==> config.mk <==
export PLATFORM = sky130hd
export DESIGN_NAME = note_sequencer
export DESIGN_NICKNAME = d
export VERILOG_FILES = /design/src/rtl/note_sequencer.sv
export SDC_FILE = /design/constraint.sdc
export NUM_CORES = 1
export LEC_CHECK = 0
export ABC_AREA = 1
export CORE_ASPECT_RATIO = 0.5
export CORE_UTILIZATION = 66
export CTS_BUF_LIST = sky130_fd_sc_hd__clkbuf_8
export DETAILED_ROUTE_END_ITERATION = 10
export DONT_BUFFER_PORTS = 1
export GPL_ROUTABILITY_DRIVEN = 1
export PLACE_DENSITY = 0.82
export SETUP_SLACK_MARGIN = 0.02
export SYNTH_ARGS = -nofsm -noshare
export SYNTH_HDL_FRONTEND = slang
export SYNTH_SLANG_ARGS = --single-unit
==> constraint.sdc <==
create_clock -name clk -period 3.28 [get_ports clk]
set_input_delay 0.492 -clock clk [delete_from_list [all_inputs] [get_ports clk]]
set_output_delay 0.492 -clock clk [all_outputs]
set_load 0.1 [all_outputs]
==> src/rtl/note_sequencer.sv <==
`timescale 1ns/1ps
// note_sequencer
//   Plays a programmable {half_period, duration} note table on the square-wave
//   generator. Durations and inter-note gaps are counted in DAC samples
//   (next_sample pulses). The table is writable only while IDLE.
// Ports:
//   clk, rst_n          clock, asynchronous active-low reset
//   next_sample         1-cycle pulse, DAC consumed a sample
//   play_pulse          play / pause toggle
//   stop_pulse          stop and rewind to note 0
//   skip_pulse          jump to the next note (no gap)
//   loop_en             wrap to note 0 at end of sequence
//   cfg_we/addr/...     table write port
//   cfg_err             1-cycle pulse when a write is rejected (not IDLE)
//   tone_en             generator enable
//   tone_half_period    generator half period (held while tone_en=0)
//   note_idx            current table index
//   seq_done            1-cycle pulse at the end of a non-looping sequence
//   leds                {state[1:0], note_idx[1:0]}
module note_sequencer #(
  parameter int unsigned NUM_NOTES   = 8,
  parameter int unsigned PW          = 16,
  parameter int unsigned DW          = 16,
  parameter int unsigned GAP_SAMPLES = 64,
  localparam int unsigned AW = (NUM_NOTES > 1) ? $clog2(NUM_NOTES) : 1
) (
  input  logic          clk,
  input  logic          rst_n,
  input  logic          next_sample,
  input  logic          play_pulse,
  input  logic          stop_pulse,
  input  logic          skip_pulse,
  input  logic          loop_en,
  input  logic          cfg_we,
  input  logic [AW-1:0] cfg_addr,
  input  logic [PW-1:0] cfg_half_period,
  input  logic [DW-1:0] cfg_dur,
  output logic          cfg_err,
  output logic          tone_en,
  output logic [PW-1:0] tone_half_period,
  output logic [AW-1:0] note_idx,
  output logic          seq_done,
  output logic [3:0]    leds
);

  localparam int unsigned GW = (GAP_SAMPLES > 0) ? $clog2(GAP_SAMPLES + 1) : 1;

  typedef enum logic [1:0] {
    S_IDLE  = 2'd0,
    S_PLAY  = 2'd1,
    S_GAP   = 2'd2,
    S_PAUSE = 2'd3
  } state_t;

  state_t        state_q, state_d, ret_q, ret_d;
  logic [AW-1:0] idx_q, idx_d;
  logic [DW-1:0] dur_cnt_q, dur_cnt_d;
  logic [GW-1:0] gap_cnt_q, gap_cnt_d;
  logic          tone_en_q, tone_en_d;
  logic [PW-1:0] tone_hp_q, tone_hp_d;
  logic          seq_done_q, seq_done_d;
  logic          cfg_err_q, cfg_err_d;
  logic [3:0]    leds_q, leds_d;
  logic [PW-1:0] hp_q  [NUM_NOTES];
  logic [PW-1:0] hp_d  [NUM_NOTES];
  logic [DW-1:0] dur_q [NUM_NOTES];
  logic [DW-1:0] dur_d [NUM_NOTES];

  logic          last;
  logic [AW-1:0] nidx;
  logic          at_end;
  logic          do_adv;

  always_comb begin
    state_d    = state_q;
    ret_d      = ret_q;
    idx_d      = idx_q;
    dur_cnt_d  = dur_cnt_q;
    gap_cnt_d  = gap_cnt_q;
    tone_en_d  = tone_en_q;
    tone_hp_d  = tone_hp_q;
    seq_done_d = 1'b0;
    cfg_err_d  = 1'b0;
    hp_d       = hp_q;
    dur_d      = dur_q;
    do_adv     = 1'b0;

    // nidx is only dereferenced when idx is not the last slot
    last   = (idx_q == AW'(NUM_NOTES - 1));
    nidx   = last ? '0 : idx_q + 1'b1;
    at_end = last || (dur_q[nidx] == '0);

    if (cfg_we) begin
      if (state_q == S_IDLE) begin
        hp_d[cfg_addr]  = cfg_half_period;
        dur_d[cfg_addr] = cfg_dur;
      end else begin
        cfg_err_d = 1'b1;
      end
    end

    unique case (state_q)
      S_IDLE: begin
        if (play_pulse) begin
          if (dur_q[0] != '0) begin
            state_d   = S_PLAY;
            idx_d     = '0;
            dur_cnt_d = dur_q[0];
            tone_en_d = 1'b1;
            tone_hp_d = hp_q[0];
          end else begin
            seq_done_d = 1'b1;
          end
        end
      end
      S_PLAY, S_GAP: begin
        if (stop_pulse) begin
          state_d   = S_IDLE;
          idx_d     = '0;
          tone_en_d = 1'b0;
        end else if (play_pulse) begin
          state_d   = S_PAUSE;
          ret_d     = state_q;
          tone_en_d = 1'b0;
        end else if (skip_pulse) begin
          // also absorbs a coincident terminal next_sample: one advance only
          do_adv = 1'b1;
        end else if (next_sample) begin
          if (state_q == S_PLAY) begin
            if (dur_cnt_q == DW'(1)) begin
              if (GAP_SAMPLES != 0) begin
                state_d   = S_GAP;
                tone_en_d = 1'b0;
                gap_cnt_d = GW'(GAP_SAMPLES);
              end else begin
                do_adv = 1'b1;
              end
            end else begin
              dur_cnt_d = dur_cnt_q - 1'b1;
            end
          end else begin
            if (gap_cnt_q == GW'(1)) do_adv = 1'b1;
            else                     gap_cnt_d = gap_cnt_q - 1'b1;
          end
        end
      end
      S_PAUSE: begin
        if (stop_pulse) begin
          state_d   = S_IDLE;
          idx_d     = '0;
          tone_en_d = 1'b0;
        end else if (play_pulse) begin
          state_d   = ret_q;
          tone_en_d = (ret_q == S_PLAY);
        end
      end
      default: state_d = S_IDLE;
    endcase

    if (do_adv) begin
      if (at_end && !(loop_en && dur_q[0] != '0)) begin
        state_d    = S_IDLE;
        idx_d      = '0;
        tone_en_d  = 1'b0;
        seq_done_d = !loop_en;
      end else begin
        state_d   = S_PLAY;
        idx_d     = at_end ? '0 : nidx;
        dur_cnt_d = dur_q[idx_d];
        tone_en_d = 1'b1;
        tone_hp_d = hp_q[idx_d];
      end
    end

    leds_d = {state_d, 2'(idx_d)};
  end

  always_ff @(posedge clk or negedge rst_n) begin
    if (!rst_n) begin
      state_q    <= S_IDLE;
      ret_q      <= S_IDLE;
      idx_q      <= '0;
      dur_cnt_q  <= '0;
      gap_cnt_q  <= '0;
      tone_en_q  <= 1'b0;
      tone_hp_q  <= '0;
      seq_done_q <= 1'b0;
      cfg_err_q  <= 1'b0;
      leds_q     <= '0;
      for (int unsigned i = 0; i < NUM_NOTES; i++) begin
        hp_q[i]  <= '0;
        dur_q[i] <= '0;
      end
    end else begin
      state_q    <= state_d;
      ret_q      <= ret_d;
      idx_q      <= idx_d;
      dur_cnt_q  <= dur_cnt_d;
      gap_cnt_q  <= gap_cnt_d;
      tone_en_q  <= tone_en_d;
      tone_hp_q  <= tone_hp_d;
      seq_done_q <= seq_done_d;
      cfg_err_q  <= cfg_err_d;
      leds_q     <= leds_d;
      hp_q       <= hp_d;
      dur_q      <= dur_d;
    end
  end

  assign cfg_err          = cfg_err_q;
  assign tone_en          = tone_en_q;
  assign tone_half_period = tone_hp_q;
  assign note_idx         = idx_q;
  assign seq_done         = seq_done_q;
  assign leds             = leds_q;

endmodule

==> flow_metrics.py <==
metrics = {
    "outcome": {
        "status": "finished, violations left",
        "violations": "hold timing",
    },
    "routing": {
        "drtAntennaViolNets": 0,
        "viasPerCell": 5.86,
        "wl_per_cell_um": 17.9,
        "dr.pass1.iters": 7,
        "drc": 0,
        "vias": 14200,
        "wirelength_um": 43300,
        "first_iter_violations": 1929,
    },
    "final_layout": {
        "layout_common_cells": "nand2_1 (707), o21ai_0 (317), dfrtp_1 (303), nor2_1 (219), inv_1 (174)",
        "mostFrequentLayoutCell": "nand2_1",
        "nets": 2137,
        "antennaDiodeCount": 0,
        "instances_no_fill": 2423,
        "syn_to_final_growth_pct": 7.75,
        "num-fill-cells": 1868,
        "fin_util_pct": 73.0,
        "fin_area_um2": 16700,
        "layout-drive-gt1-share_pct": 7.09,
    },
    "clock_tree": {
        "ctsResizeCount": 0,
        "cts_sinks": 305,
        "clockRootBuffer": "clkbuf_8",
        "cts_tree": "built",
        "hold_buffers": 1,
        "clk_latency_ns": 0.60,
        "path_clk_slew_ns": 0.07,
        "cts_max_level": 2,
        "post-cts-setup-buffers": 0,
        "cts_max_path_buffers": 3,
        "numCtsBuffers": 44,
    },
    "sta": {
        "rsz0062_at_grt": "no",
        "finClkSkew_ns": 0.0319,
        "slew_violations": 0,
        "worst_slew_pin_slew_ns": 1.03,
        "hold_viol": 305,
        "finalSetupViolations": 0,
        "period_share_pct": 88.7,
        "setup_tns_ns": 0,
        "timing.final.ws_setup_ns": 0.370,
        "fin_crit_ns": 2.91,
        "relSlewSlack_pct": 31.2,
        "whs_ns": -0.412,
        "fmax_mhz": 344,
    },
    "yosys": {
        "synth_top_family_by_area": "simple AND/OR/NAND/NOR gates",
        "synthAdderAreaFrac_pct": 0.886,
        "syn-cell-area_um2": 15500,
        "ys_types": 40,
        "yosysTopAreaCell": "dfrtp_1",
        "synth-seq-cells": 305,
        "synth-simple-area-share_pct": 28.5,
        "ys_top_cells_by_area": "dfrtp_1 (49%), nand2_1 (17%), o21ai_0 (10%), nor2_1 (5.3%), inv_1 (3.9%)",
        "ys_seq_area_share_pct": 49.1,
        "synth_mux_area_share_pct": 0,
        "synth_compound_gate_area_share_pct": 14.0,
        "avgSynthCellArea_um2": 7.38,
        "synth_top_area_share_pct": 49.1,
        "async_flop_share_pct": 100,
        "synth-main-ff-cell": "dfrtp_1",
        "syn_inst": 2104,
        "synth_edf_count": 0,
        "synth_xor_area_share_pct": 0.169,
        "ys_warn_count": 0,
        "syn_nets": 2158,
    },
    "grt": {
        "grt_use_total_pct": 37.5,
        "gr-total-overflow": 0,
        "grt_first_pass_wirelength_um": 71000,
        "grt_max_degree": 306,
        "grt_pass1_vias": 13500,
        "antenna_found_initial": 0,
    },
    "worst_setup_path": {
        "cp.required_ns": 3.75,
        "cp.arrival_ns": 3.38,
        "rr_startpoint": "leds[0]",
        "critPathLaunch": "leds[0]",
        "criticalPathCategory": "reg -> reg",
        "worst_setup_path_start_kind": "flip-flop",
        "worstPathMaxFanout": 48,
        "endpoint_kind": "flip-flop",
    },
    "die": {
        "start_util_pct": 67.7,
        "die_h_um": 110,
        "rows": 39,
        "dieArea_um2": 24200,
        "ios": 69,
        "die_w_um": 219,
        "core_um2": 22900,
    },
    "place": {
        "dp.cells": 2343,
        "hpwl_um": 26900,
        "port_buffers": 0,
        "place_area_um2": 15800,
        "pre_cts_ws_ns": 0.414,
        "gp_congestion": 0.947,
    },
    "power_and_ir_drop": {
        "finalPower_mw": 16.1,
        "clockPowerShare_pct": 19.5,
        "intPower_mw": 9.01,
        "p_switching_mw": 7.06,
        "power_frac_seq_pct": 45.2,
        "power.density_cell_area_nw_per_um2": 960,
        "switching_share_pct": 44.0,
        "vdd_drop_max_v": 0.000693,
        "leakagePower_nw": 8.69,
        "combPwrFrac_pct": 35.3,
    },
    "min_path": {
        "holdCritPathClass": "in -> async",
    },
    "run": {
        "max_cap_viol_count": 0,
    },
}
[registers in the layout, indices dropped and copies added (netlist names)]
name              count
seq_done              1
dur_cnt_q            16
cfg_err               1
hp_q                128
gap_cnt_q             7
ret_q                 2
tone_en               1
tone_half_period     16
note_idx              1
leds                  4
dur_q               128
[metal layers]
| metal | GRT usage [%] | up-vias | part of all wire, % |
|---|---|---|---|
| met5 | 0 | - | 0 |
| met4 | 10.6 | 0 | 2.0 |
| met3 | 8.24 | 79 | 11 |
| met2 | 57.6 | 769 | 44 |
| met1 | 54.0 | 6640 | 43 |
| li1 | - | 6703 | - |
[cells by family (layout without fill, tap and decap cells)]
family | count (synthesis) | after routing
adders and majority gates | 11 | 11
buffers and inverters | 275 | 287
and+or+nand+nor | 1102 | 1102
xor gates and xnor gates | 3 | 3
DFF | 305 | 305
AOI/OAI and AO/OA | 408 | 408
[Yosys cell counts, drive strengths merged (3+ instances only)]
library cell,n
clkbuf,73
o22ai,7
a221oi,8
buf,38
o211ai,19
nand3,115
nand4,7
dfrtp,305
a22oi,3
nor4,4
o21ai,320
a21oi,41
o2111ai,3
ha,11
nor3,12
inv,163
nor2,221
nand2,716
or2,22
xor2,3
[critical path: stages (launching register included)]
cell and delay, ns:
dfrtp_2 0.44, ha_1 0.21, ha_1 0.20, nor2_1 0.14, inv_1 0.09, nand2_1 0.07, nand2_1 0.05, nand2_1 0.06
nand2_1 0.06, nand3_2 0.16, nand4_4 0.32, buf_12 0.31, o21ai_0 0.33, nand3_1 0.20, nand3_1 0.11, nand2_1 0.05
[area by class of cell]
| cell class | instances | area, µm² | area share [%] |
|---|---|---|---|
| clock inverters | 19 | 85.1 | 0.508 |
| repair buffers | 44 | 383 | 2.29 |
| clock buffers | 60 | 826 | 4.93 |
| multi-input cells | 1524 | 6810 | 40.7 |
| inverters | 164 | 616 | 3.68 |
| well taps | 307 | 384 | 2.30 |
| flip-flops and latches | 305 | 7630 | 45.6 |
[final timing paths]
| kind | depth (start not counted) | slack, ns | endpoint |
|---|---|---|---|
| worst max-delay path | 15 | 0.37 | dur_cnt_q[13] |
| worst min-delay path | 0 | -0.41 | seq_done |
| worst max register to register | 15 | 0.37 | dur_cnt_q[13] |
| worst min register to register | 2 | 0.48 | hp_q[6] |
| max in group asynchronous | 0 | 3.15 | hp_q[36] |
| min in group clk | 2 | 0.13 | seq_done |
[power groups by stage]
stage	combinational (mW)	clock [mW]	sequential, mW
after floorplan	4.15	0	7.05
after global placement	5.38	0	7.24
after detailed placement	5.57	0	7.27
after CTS	5.60	3.16	7.23
after global routing	6.44	3.34	7.46
final	5.68	3.13	7.26
Power figures use the tool's default switching activity.
